[src/rtl/piso_serializer.sv]
// Parallel-in/serial-out transmitter with valid/ready intake and gapless back-to-back frames.
// Define PISO_SERIALIZER_PARITY_EN to append an even-parity bit to every frame.
module piso_serializer #(
    parameter int WIDTH     = 8,
    parameter bit MSB_FIRST = 1'b0
) (
    input  logic             clk,
    input  logic             rst,
    input  logic [WIDTH-1:0] din,
    input  logic             din_valid,
    output logic             din_ready,
    output logic             sout,
    output logic             sout_valid,
    output logic             busy,
    output logic             done
);

`ifdef PISO_SERIALIZER_PARITY_EN
    localparam int FRAME_LEN = WIDTH + 1;
`else
    localparam int FRAME_LEN = WIDTH;
`endif
    localparam int CW = $clog2(FRAME_LEN + 1);

    typedef enum logic {IDLE, SHIFT} state_t;

    state_t               r_state;
    logic [FRAME_LEN-1:0] r_shreg;
    logic [CW-1:0]        r_cnt;

    logic [FRAME_LEN-1:0] w_frame;
    logic                 w_last;
    logic                 w_accept;

    // Frame laid out in transmit order: bit 0 goes on the wire first.
    always_comb begin
        w_frame = '0;
        for (int i = 0; i < WIDTH; i++)
            w_frame[i] = MSB_FIRST ? din[WIDTH-1-i] : din[i];
`ifdef PISO_SERIALIZER_PARITY_EN
        w_frame[WIDTH] = ^din;
`endif
    end

    assign w_last    = (r_state == SHIFT) && (r_cnt == CW'(FRAME_LEN - 1));
    assign din_ready = (r_state == IDLE) || w_last;
    assign w_accept  = din_valid && din_ready;

    always_ff @(posedge clk) begin
        if (rst) begin
            r_state    <= IDLE;
            r_shreg    <= '0;
            r_cnt      <= '0;
            sout       <= 1'b0;
            sout_valid <= 1'b0;
            busy       <= 1'b0;
            done       <= 1'b0;
        end else if (w_accept) begin
            // First bit is presented straight from the new word; the rest wait in r_shreg.
            r_state    <= SHIFT;
            r_shreg    <= w_frame >> 1;
            r_cnt      <= '0;
            sout       <= w_frame[0];
            sout_valid <= 1'b1;
            busy       <= 1'b1;
            done       <= 1'b0;
        end else if (r_state == SHIFT) begin
            if (w_last) begin
                r_state    <= IDLE;
                r_shreg    <= '0;
                r_cnt      <= '0;
                sout       <= 1'b0;
                sout_valid <= 1'b0;
                busy       <= 1'b0;
                done       <= 1'b0;
            end else begin
                r_shreg <= r_shreg >> 1;
                r_cnt   <= r_cnt + CW'(1);
                sout    <= r_shreg[0];
                done    <= (r_cnt == CW'(FRAME_LEN - 2));
            end
        end
    end

endmodule

[config.mk]
export PLATFORM = sky130hd
export DESIGN_NAME = piso_serializer
export DESIGN_NICKNAME = d
export VERILOG_FILES = /design/src/rtl/piso_serializer.sv
export SDC_FILE = /design/constraint.sdc
export NUM_CORES = 1
export LEC_CHECK = 0
export ABC_CLOCK_PERIOD_IN_PS = 2300
export BUFFER_PORTS_ARGS = -buffer_cell sky130_fd_sc_hd__buf_2
export CAP_MARGIN = 20
export CORE_ASPECT_RATIO = 1.5
export CORE_MARGIN = 5
export CORE_UTILIZATION = 30
export DETAILED_ROUTE_END_ITERATION = 8
export MAX_ROUTING_LAYER = met4
export SYNTH_ARGS = -nofsm -noshare
export SYNTH_HDL_FRONTEND = slang
export SYNTH_SLANG_ARGS = --single-unit
[constraint.sdc]
create_clock -name clk -period 2.3 [get_ports clk]
set_input_delay 0.345 -clock clk [delete_from_list [all_inputs] [get_ports clk]]
set_output_delay 0.345 -clock clk [all_outputs]
set_load 0.005 [all_outputs]
# Word level (Yosys, flattened, before mapping)
# Cells that the tools add are included.
# totals
regBits	15
wordCells	31
output_inout_bits	5
# classes
n_mux	14
addsub	1
reduce_logical	7
n_eq_ne	2
n_bitwise	1
# op_table
operator	count
$mux 7	2
$mux 1	10
$eq 4x3->1 const B	2
$mux 6	1
$add 4x1->4 const B	1
$mux 4	1
$reduce_bool 2->1	2
$logic_and 1x1->1	2
$reduce_and 2->1	1
$reduce_or 2->1	1
$logic_or 1x1->1	1
$not 1->1	1

# Longest topological paths before layout
# Gate-level depths: netlist of run 1.
# depth
word_depth	6
mapped_depth	5
ltp_nobuf	5

# Worst setup path before layout of run 1
# OpenSTA, ideal clock, no wires.
# synth_path
path_type	register -> register
startpoint	reg r_cnt[0]
endpoint	reg r_shreg[0]
arrival_time_ns	1.368
slack_ns	0.810
stages_incl_launch_ff	6
synth_period_minus_slack_ns	1.490
n_path_buf	1
cell_sequence	dfxtp_1 > ha_1 > nand3b_2 > and3b_1 > buf_6 > a221o_1
# synth_via
elab_chain_cells	5
elab_cells_between_ends	8
classes_between	1 x eq/ne; 3 x mux; 4 x reduce/logical
# synth_lines
item	line	text
from (decl)	29	logic [CW-1:0] r_cnt;
from (signal assigned)	78	r_cnt <= r_cnt + CW'(1);
$eq 4x3->1 (*)	45	assign w_last = (r_state == SHIFT) && (r_cnt == CW'(FRAME_LEN - 1));
$logic_and 1x1->1 (*)	45	
$mux 6 / $logic_or 1x1->1 (equally long branches)	68, 46	
$mux 7 / $logic_and 1x1->1 (equally long branches)	67, 47	
$mux 7 / $reduce_bool 2->1 (equally long branches)	--	
to (signal assigned)	61	r_shreg <= w_frame >> 1;
to (signal assigned)	77	r_shreg <= r_shreg >> 1;
to (decl)	28	logic [FRAME_LEN-1:0] r_shreg;
# Every way passes the cells marked *; elsewhere a longest branch is shown, timed or not. The select of a mux whose other input is x is not followed.
# A chain may end at the register's enable or synchronous reset.

# Final worst setup path of run 1
# layout_path
startpoint	reg r_cnt[0]
endpoint	out din_ready
# layout_via
elab_chain_cells	3
# layout_lines
item	line	text
$eq 4x3->1	45	
$logic_and 1x1->1	45	
$logic_or 1x1->1	46	assign din_ready = (r_state == IDLE) || w_last;
to (decl)	11	output logic din_ready,
# Every way passes these cells.

==> flow_summary.json, run 1 <==
{
  "p_int_uw": 371.3,
  "hold_buffers": 0,
  "layout-drive-gt1-share_pct": 22.58,
  "row_count": 22,
  "synth_flop_cell": "dfxtp_1",
  "power.static_leakage_uw": 0.0003810,
  "fin_ws_ps": 598.3,
  "max_cap_viol_count": 0,
  "power.density_cell_area_nw_per_um2": 587.7,
  "place_worst_setup_slack_ps": 692.8,
  "final.fill_count": 262,
  "worst_skew_pair.late_latency_ps": 280,
  "layout.area.seq_um2": 300.3,
  "clock_tree.root_cell": "clkbuf_4",
  "finish.net_count": 107,
  "detail_route.wl_per_cell_um": 13.15,
  "overflow": 0,
  "vias": 637,
  "totalNegativeSetupSlack_ps": 0,
  "io_buffers": 15,
  "cp.required_ps": 1960,
  "timing.slew.headroom_pct": 70.43,
  "timing.critical_path.fanout_max": 5,
  "timing.critical_path.arrival_ps": 1360,
  "floorplan.die_area_um2": 3644,
  "drc": 0,
  "core_region_area_um2": 2422,
  "multi_input_area_um2": 404.1,
  "routabilityCongestion": 0.8449,
  "number_of_warnings_issued_by_yosys": 0,
  "run_status": "finished clean",
  "number_of_failing_setup_endpoints_in_the_final_timing_report": 0,
  "postCtsResizedCells": 0,
  "first_pass_grt_wire_length_um": 2546,
  "synth.cell_area_um2": 755.7,
  "critical_path.startpoint_type": "register",
  "finish.utilization_pct": 34.97,
  "cts_htree_levels": 1,
  "cp_num_buf_inv": 1,
  "synth_top_area_share_pct": 39.74,
  "areaGrowthSynthToFinish_pct": 12.09,
  "cts_tree": "built",
  "rsz_0062_raised_after_global_routing": "no",
  "postRouteAntennaNets": 0,
  "worst_slew_pin_slew_ps": 441.6,
  "synth_edf_count": 0,
  "count_of_final_hold_check_violations": 0,
  "synthesis.area_per_instance_um2": 9.330,
  "detailedPlacementHpwl_um": 1095,
  "seq_power_share_pct": 57.3,
  "timing_worst_setup_path_type": "reg2out",
  "fin_hold_ws_ps": 300.3,
  "cp-end-kind": "output pin",
  "final_slew_violations": 0,
  "comb_power_share_pct": 12.4,
  "postSynth.asyncResetShare_pct": 0,
  "antenna_cells": 0,
  "clock_slew_at_the_register_clock_pins_of_the_worst_setup_and_hold_paths_ps": 90,
  "cts.sink_count": 15,
  "globalRouteTotalUtil_pct": 9.137,
  "min_period_over_period_pct": 73.99,
  "post_synth_inst_count": 81,
  "swShare_pct": 25.41,
  "cpLargestDelayFamily": "flip-flops",
  "max_freq_mhz": 587.6,
  "synth_commonest_cells": "dfxtp_1 (15), nor2_1 (14), mux2i_1 (8), a221o_1 (7), nand2_1 (5)",
  "clkPwrFrac_pct": 30.3,
  "postCtsSetupBuffers": 0,
  "yosysTopAreaCell": "dfxtp_1",
  "path_cells": "ha_1 > nand3b_2 > nand2_1 > buf_2",
  "ios": 16,
  "initial_utilization_pct": 31.20,
  "detail_route.wirelength_um": 1539,
  "die_h_um": 71.47,
  "post-synth-top-count-cell": "dfxtp_1",
  "peakVddDrop_v": 0.0002837,
  "cp_slowest_stage_delay_ps": 400,
  "grt_pass1_vias": 601,
  "seq_total_area_yosys_pct": 39.74,
  "cts_buffers": 3,
  "detail_route.iter0.violations": 27,
  "post_synth_num_cell_types": 28,
  "final_period_minus_worst_setup_slack_ps": 1702,
  "antenna_violations_before_repair": 0,
  "worst_path_max_delay_cell": "dfxtp_1",
  "hold_path.class": "in2reg",
  "cts_max_path_buffers": 2,
  "power_dissipated_by_switching_net_loads_uw": 126.5,
  "grt_max_degree": 17,
  "synth.ff_latch_count": 15,
  "synthTopCellsByArea": "dfxtp_1 (40%), mux2i_1 (11%), a221o_1 (9.3%)",
  "die_width_um": 50.98,
  "syn-num-nets": 94,
  "finalClockSkew_ps": 2.978,
  "detail_route.first_pass.iterations": 4,
  "routed_via_density": 5.444
}
per-stage QoR:
stage	power, uW	area (um2)	std cells
3_5_place_dp	353.9	820.8	113
6_report	497.8	847.1	117
2_1_floorplan	335.0	755.7	81
4_1_cts	508.5	847.1	117
3_3_place_gp	352.7	820.8	113
5_1_grt	530.0	847.1	117
layout make-up:
class                           instances  area share, %
Tap cell                               24          3.545
Multi-Input combinational cell         56          47.71
Clock buffer                            4          3.102
Timing Repair Buffer                   15          8.863
Inverter                                3          1.329
Sequential cell                        15          35.45
logic make-up after synthesis:
| group | after synthesis | synth area share, % |
|---|---|---|
| and+or+nand+nor | 30 | 21.69 |
| muxes | 8 | 10.60 |
| adders and majority gates | 2 | 3.311 |
| buffers and inverters | 10 | 6.788 |
| AOI/OAI and AO/OA | 15 | 16.72 |
| DFF | 15 | 39.74 |
| xor gates and xnor gates | 1 | 1.159 |
sequential cells by signal, summed over array words and instances (netlist names):
signal,flops
sout,1
r_state,1
done,1
busy,1
r_shreg,7
r_cnt,4
cells in the final DEF (no fill, tap or decap), types with 2 or more instances in the layout:
master    synthesis  final
buf_2             2     15
a21oi_1           3      3
nor2_1           14     14
a221o_1           7      7
clkbuf_4          0      3
inv_1             3      3
nor3b_1           2      2
nand2_1           5      5
ha_1              2      2
dfxtp_1          15     15
mux2i_1           8      8
power groups by stage:
stage / Clock (uW) / Combinational [uW] / Sequential [uW]
final: 151 / 61.9 / 285
after global routing: 173 / 69.7 / 287
after CTS: 161 / 62.8 / 285
after detailed placement: 0 / 62.4 / 291
after global placement: 0 / 61.7 / 291
after floorplan: 0 / 48.6 / 286
metal layers:
metal	track usage, %	routed length, um	vias to the layer above	share of wire [%]
met4	5.114	12	0	0.78
met1	11.34	699	300	45
met3	2.079	113	2	7.3
met5	-	0	-	0
li1	-	-	316	-
met2	13.40	714	19	46
worst paths after layout:
path	start	cells after the start	end	slack (ps)
min	din[0]	2	sout$_SDFFE_PP0P_	300
min reg2reg	done$_SDFFE_PP0P_	2	done$_SDFFE_PP0P_	460
max reg2reg	r_cnt[0]$_SDFFE_PP0P_	4	r_shreg[5]$_SDFFE_PP0P_	700
max	r_cnt[0]$_SDFFE_PP0P_	4	din_ready	600
Note: power is estimated with default switching activity, not from simulation.
==> run 2: changes to the inputs <==
ABC_AREA = 1   (was not set)
ABC_CLOCK_PERIOD_IN_PS = 1710   (was 2300)
clock period = 1.71 ns   (was 2.3 ns; I/O delays follow)
==> run 2 against run 1 <==
Against the previous run: critical path type unchanged; hold slack got worse by 89 ps; synthesized cell count is 26% higher; clock power is 92% higher; highest routed layer unchanged.
==> flow_summary.json, run 2 <==
{
  "detail_route.iter0.violations": 8,
  "worst_skew_pair.late_latency_ps": 250,
  "comb_power_share_pct": 14.7,
  "most_used_cells_in_the_layout_excluding_fill_and_tap_cells": "nand2_1 (18), dfxtp_1 (15), buf_2 (15), nand3_1 (10)",
  "drc": 0,
  "max_freq_mhz": 621.1,
  "globalRouteTotalUtil_pct": 10.20,
  "final_slew_violations": 0,
  "min_period_over_period_pct": 94.16,
  "vias": 701,
  "areaGrowthSynthToFinish_pct": 16.06,
  "hold_path.class": "in2reg",
  "rsz_0062_raised_after_global_routing": "no",
  "postRouteAntennaNets": 0,
  "finalClockSkew_ps": 3.050,
  "hold_buffers": 0,
  "cts_htree_levels": 1,
  "finish.net_count": 131,
  "power.static_leakage_uw": 0.0003920,
  "power.density_cell_area_nw_per_um2": 826.4,
  "yosysTopAreaCell": "dfxtp_1",
  "clock_tree.root_cell": "clkbuf_8",
  "reg_top3": "r_shreg (7), r_cnt (4)",
  "seq_total_area_yosys_pct": 36.36,
  "synth_edf_count": 0,
  "p_int_uw": 580.9,
  "run_status": "finished clean",
  "grt_pass1_vias": 681,
  "synth_flop_cell": "dfxtp_1",
  "synth_commonest_cells": "nand2_1 (18), dfxtp_1 (15), nand3_1 (10)",
  "detail_route.wirelength_um": 1707,
  "synth.ff_latch_count": 15,
  "layout-drive-gt1-share_pct": 35.04,
  "met2WireLength_um": 828,
  "synthesis.area_per_instance_um2": 8.096,
  "syn-num-nets": 115,
  "post_synth_inst_count": 102,
  "routabilityCongestion": 0.7452,
  "initial_utilization_pct": 31.19,
  "post_synth_num_cell_types": 21,
  "timing.slew.headroom_pct": 73.09,
  "max_cap_viol_count": 0,
  "power_dissipated_by_switching_net_loads_uw": 211.1,
  "number_of_failing_setup_endpoints_in_the_final_timing_report": 0,
  "final_period_minus_worst_setup_slack_ps": 1610,
  "fin_ws_ps": 99.87,
  "ios": 16,
  "postLayoutCellArea_um2": 958.4,
  "row_count": 23,
  "worst_slew_pin_slew_ps": 403.2,
  "post-synth-top-count-cell": "nand2_1",
  "top_layer_used": "met4",
  "totalNegativeSetupSlack_ps": 0,
  "floorplan.die_area_um2": 3923,
  "detailedPlacementHpwl_um": 1258,
  "place_worst_setup_slack_ps": 269.3,
  "cp-end-kind": "output pin",
  "wl_met1_um": 746,
  "synth_top_area_share_pct": 36.36,
  "seq_power_share_pct": 48.7,
  "io_buffers": 15,
  "routed_via_density": 4.552,
  "cts_max_path_buffers": 2,
  "count_of_final_hold_check_violations": 0,
  "antenna_violations_before_repair": 0,
  "fin_hold_ws_ps": 211.5,
  "final_common_cell": "nand2_1",
  "antenna_cells": 0,
  "cts_tree": "built",
  "timing_worst_setup_path_type": "reg2out",
  "overflow": 0,
  "synthTopCellsByArea": "dfxtp_1 (36%), nand3_2 (8.5%), nand2_1 (8.2%)",
  "die_h_um": 74.26,
  "top_register": "r_shreg",
  "peakVddDrop_v": 0.0003727,
  "detail_route.first_pass.iterations": 4,
  "swShare_pct": 26.66,
  "wl_met3_um": 82,
  "critical_path.startpoint_type": "register",
  "die_width_um": 52.84,
  "clkPwrFrac_pct": 36.6,
  "clock_slew_at_the_register_clock_pins_of_the_worst_setup_and_hold_paths_ps": 60,
  "placed_area_um2": 904.6,
  "cp.required_ps": 1450,
  "timing.critical_path.fanout_max": 13,
  "core_region_area_um2": 2648,
  "cts.sink_count": 15,
  "postSynth.asyncResetShare_pct": 0,
  "largest_register_ffs": 7,
  "grt_max_degree": 15,
  "timing.critical_path.arrival_ps": 1350,
  "first_pass_grt_wire_length_um": 2877,
  "synth.cell_area_um2": 825.8,
  "number_of_warnings_issued_by_yosys": 0,
  "cts_buffers": 3,
  "detail_route.wl_per_cell_um": 11.08
}
## run 2: cell count changes after synthesis, sizes merged, moves of 5 or more
cell,change
o21ai,+7
a221o,-7
nand3,+18
nor2,-9
nand2,+16
a21oi,+10
mux2i,-8
inv,+5
## run 2: power groups by stage
| stage | Sequential [uW] | Clock (uW) | Combinational (uW) |
|---|---|---|---|
| after floorplan | 388 | 0 | 94.3 |
| after CTS | 384 | 295 | 116 |
| final | 386 | 290 | 116 |
| after global placement | 392 | 0 | 113 |
| after global routing | 388 | 304 | 132 |
| after detailed placement | 392 | 0 | 115 |
## run 2: cells by family after synthesis
logic type	Yosys count	synth area share [%]
AO/OA/AOI/OAI	20	15.30
AND/OR/NAND/NOR	48	33.79
flip-flops	15	36.36
adder cells (fa/ha/maj)	2	3.030
buffers and inverters	17	11.52
## run 2: layout make-up
cell class	count	area, um2
fill	300	1689
multi-input combinational	70	439.2
sequential	15	300.3
timing repair buffer	16	82.58
tap	37	46.29
clock buffer	4	45.04
inverter	12	45.04
## run 2: timing repair
action                                  in CTS  in global routing
resized for setup                            0                  1
buffers inserted                             0                  0
hold endpoints to repair                     0                  0
endpoints found under the setup margin       0                  1
## run 2: final timing paths
path                                            start                       to  slack (ps)  cells after the start
worst min register to register      done$_SDFFE_PP0P_        done$_SDFFE_PP0P_         480                      2
worst max-delay path            r_cnt[1]$_SDFFE_PP0P_                din_ready         100                      4
worst min-delay path                              rst  r_shreg[6]$_SDFFE_PP0P_         210                      2
worst max register to register  r_cnt[1]$_SDFFE_PP0P_    r_cnt[2]$_SDFFE_PP0P_         290                      6
## run 2: through the flow
step                      util (%)  total power [uW]  std cells
after global routing         36.20             823.9        154
final                        36.20             792.0        154
after detailed placement     34.17             506.6        150
after floorplan                  -             482.3        102
after global placement       34.17             504.7        150
after CTS                    35.87             795.3        154
## run 2: worst max-delay path, cell delays in order, from the launching register on
cell     delay, ps
dfxtp_1        380
ha_1           260
nand3_4        170
nand2_8        160
buf_2          140
## run 2: routing by layer
| metal | global-route usage [%] | vias up |
|---|---|---|
| met5 | - | - |
| met4 | 6.818 | 0 |
| met3 | 2.204 | 4 |
| met2 | 16.16 | 18 |
| met1 | 11.25 | 315 |
| li1 | - | 364 |
==> run 3: changes to the inputs <==
--- a/config.mk
+++ b/config.mk
@@ -10,9 +10,9 @@
 export BUFFER_PORTS_ARGS = -buffer_cell sky130_fd_sc_hd__buf_2
 export CAP_MARGIN = 20
-export CORE_ASPECT_RATIO = 1.5
 export CORE_MARGIN = 5
-export CORE_UTILIZATION = 30
+export CORE_UTILIZATION = 52
 export DETAILED_ROUTE_END_ITERATION = 8
 export MAX_ROUTING_LAYER = met4
+export PLACE_DENSITY = 0.76
 export SYNTH_ARGS = -nofsm -noshare
 export SYNTH_HDL_FRONTEND = slang
==> constraint.sdc (replaced) <==
create_clock -name clk -period 1.71 [get_ports clk]
set_input_delay 0.342 -clock clk [delete_from_list [all_inputs] [get_ports clk]]
set_output_delay 0.342 -clock clk [all_outputs]
set_load 0.005 [all_outputs]
==> run 3 against run 2 <==
Against the previous run: fmax rose by 0.65%; core utilization rose by 27 points; final cell count fell by 10%; register-to-register slack got worse by 40 ps; first-iteration DRC count rose by 13%; hold slack improved by 55 ps; largest power group unchanged; clock skew rose by 3.0 ps.
==> flow_summary.json, run 3 (same netlist as run 2, synthesis figures left out) <==
{
  "rsz_0062_raised_after_global_routing": "no",
  "run_status": "finished clean",
  "vias": 723,
  "largest_register_ffs": 7,
  "finish.utilization_pct": 63.46,
  "totalNegativeSetupSlack_ps": 0,
  "max_cap_viol_count": 0,
  "floorplan.die_area_um2": 2485,
  "count_of_final_hold_check_violations": 0,
  "detailedPlacementHpwl_um": 1102,
  "cts_buffers": 3,
  "postRouteAntennaNets": 0,
  "reg_top3": "r_shreg (7), r_cnt (4)",
  "power.density_cell_area_nw_per_um2": 745.5,
  "detail_route.iter0.violations": 9,
  "final_slew_violations": 0,
  "core_region_area_um2": 1506,
  "finish.net_count": 136,
  "antenna_violations_before_repair": 0,
  "final_common_cell": "nand2_1",
  "cp-end-kind": "output pin",
  "antenna_cells": 0,
  "worst_slew_pin_slew_ps": 361.2,
  "detail_route.wl_per_cell_um": 11.25,
  "number_of_failing_setup_endpoints_in_the_final_timing_report": 0,
  "timing.critical_path.fanout_max": 9,
  "power.static_leakage_uw": 0.0004060,
  "timing.slew.headroom_pct": 75.89,
  "cts_tree": "built",
  "initial_utilization_pct": 54.82,
  "most_used_cells_in_the_layout_excluding_fill_and_tap_cells": "nand2_1 (18), buf_2 (15), dfxtp_1 (13), nand3_1 (10)",
  "final_period_minus_worst_setup_slack_ps": 1600,
  "placed_area_um2": 878.3,
  "hold_buffers": 0,
  "grt_pass1_vias": 617,
  "peakVddDrop_v": 0.0005096,
  "max_freq_mhz": 625.1,
  "detail_route.first_pass.iterations": 4,
  "postLayoutCellArea_um2": 955.9,
  "routed_via_density": 5.239,
  "die_width_um": 49.85,
  "cp.required_ps": 1370,
  "worst_path_max_delay_cell": "dfxtp_2",
  "min_period_over_period_pct": 93.55,
  "worst_skew_pair.late_latency_ps": 280,
  "cts_htree_levels": 1,
  "detail_route.wirelength_um": 1553,
  "critical_path.startpoint_type": "register",
  "timing.critical_path.arrival_ps": 1260,
  "report.power.total_uw": 712.6,
  "cts_max_path_buffers": 2,
  "path_cells": "ha_2 > nand3_4 > nand2_8 > buf_2",
  "cp_slowest_stage_delay_ps": 360,
  "ios": 16,
  "globalRouteTotalUtil_pct": 14.01,
  "areaGrowthSynthToFinish_pct": 15.76,
  "first_pass_grt_wire_length_um": 2649,
  "finalClockSkew_ps": 6.039,
  "io_buffers": 15,
  "timing_worst_setup_path_type": "reg2out",
  "clock_slew_at_the_register_clock_pins_of_the_worst_setup_and_hold_paths_ps": 80,
  "clock_tree.root_cell": "clkbuf_4",
  "hold_path.class": "in2reg",
  "overflow": 0,
  "routabilityCongestion": 0.7454,
  "die_h_um": 49.85,
  "top_register": "r_shreg",
  "drc": 0,
  "row_count": 14,
  "grt_max_degree": 15,
  "cts.sink_count": 15,
  "layout-drive-gt1-share_pct": 40.16
}
[run 3: final cells by class]
type	instances	area (um2)
Timing Repair Buffer	21	120.1
Inverter	12	45.04
Sequential cell	15	302.8
Clock buffer	4	26.28
Tap cell	16	20.02
Multi-Input combinational cell	70	441.7
Fill cell	131	550.5
[run 3: worst paths after layout]
check | start | to | slack (ps) | cells after the start
max | r_cnt[0]$_SDFFE_PP0P_ | din_ready | 110 | 4
max reg2reg | r_cnt[0]$_SDFFE_PP0P_ | done$_SDFFE_PP0P_ | 250 | 7
min | rst | r_shreg[6]$_SDFFE_PP0P_ | 270 | 2
min reg2reg | busy$_SDFFE_PP0P_ | busy$_SDFFE_PP0P_ | 480 | 2
[run 3: per-stage QoR]
stage | cells | hold slack (ps) | setup WS, ps
3_5_place_dp | 129 | 472.9 | 279.3
3_3_place_gp | 129 | 468.1 | 307.7
2_1_floorplan | 102 | 404.4 | 444.7
6_report | 138 | 266.1 | 110.2
5_1_grt | 138 | 248.8 | 36.02
4_1_cts | 133 | 259.2 | 0.6906
[run 3: report_power, final]
part / switching [uW] / total (uW) / internal, uW
logic: 71.0 / 126 / 54.9
clock network: 111 / 201 / 90.4
registers: 15.7 / 385 / 370
[run 3: layer usage]
metal | track usage (%) | part of all wire [%] | vias up | wire, um
met5 | - | 0 | - | 0
met4 | 6.550 | 1.7 | 0 | 26
met3 | 4.217 | 5.5 | 4 | 85
met2 | 19.49 | 45 | 13 | 704
met1 | 18.38 | 47 | 329 | 736
li1 | - | - | 377 | -
[run 3: timing repair]
action                                  in CTS  in global routing
resized for setup                            1                  3
hold endpoints to repair                     0                  0
pin swaps                                    0                  1
endpoints found under the setup margin       1                  1
gates cloned                                 0                  0
setup buffers                                0                  5
[run 3: critical path: cells and delay by family, from the launching register on]
kind	cells	cell delay, ps
buf+inv	1	120
simple gates	2	290
flops	1	360
fa+ha+maj	1	220
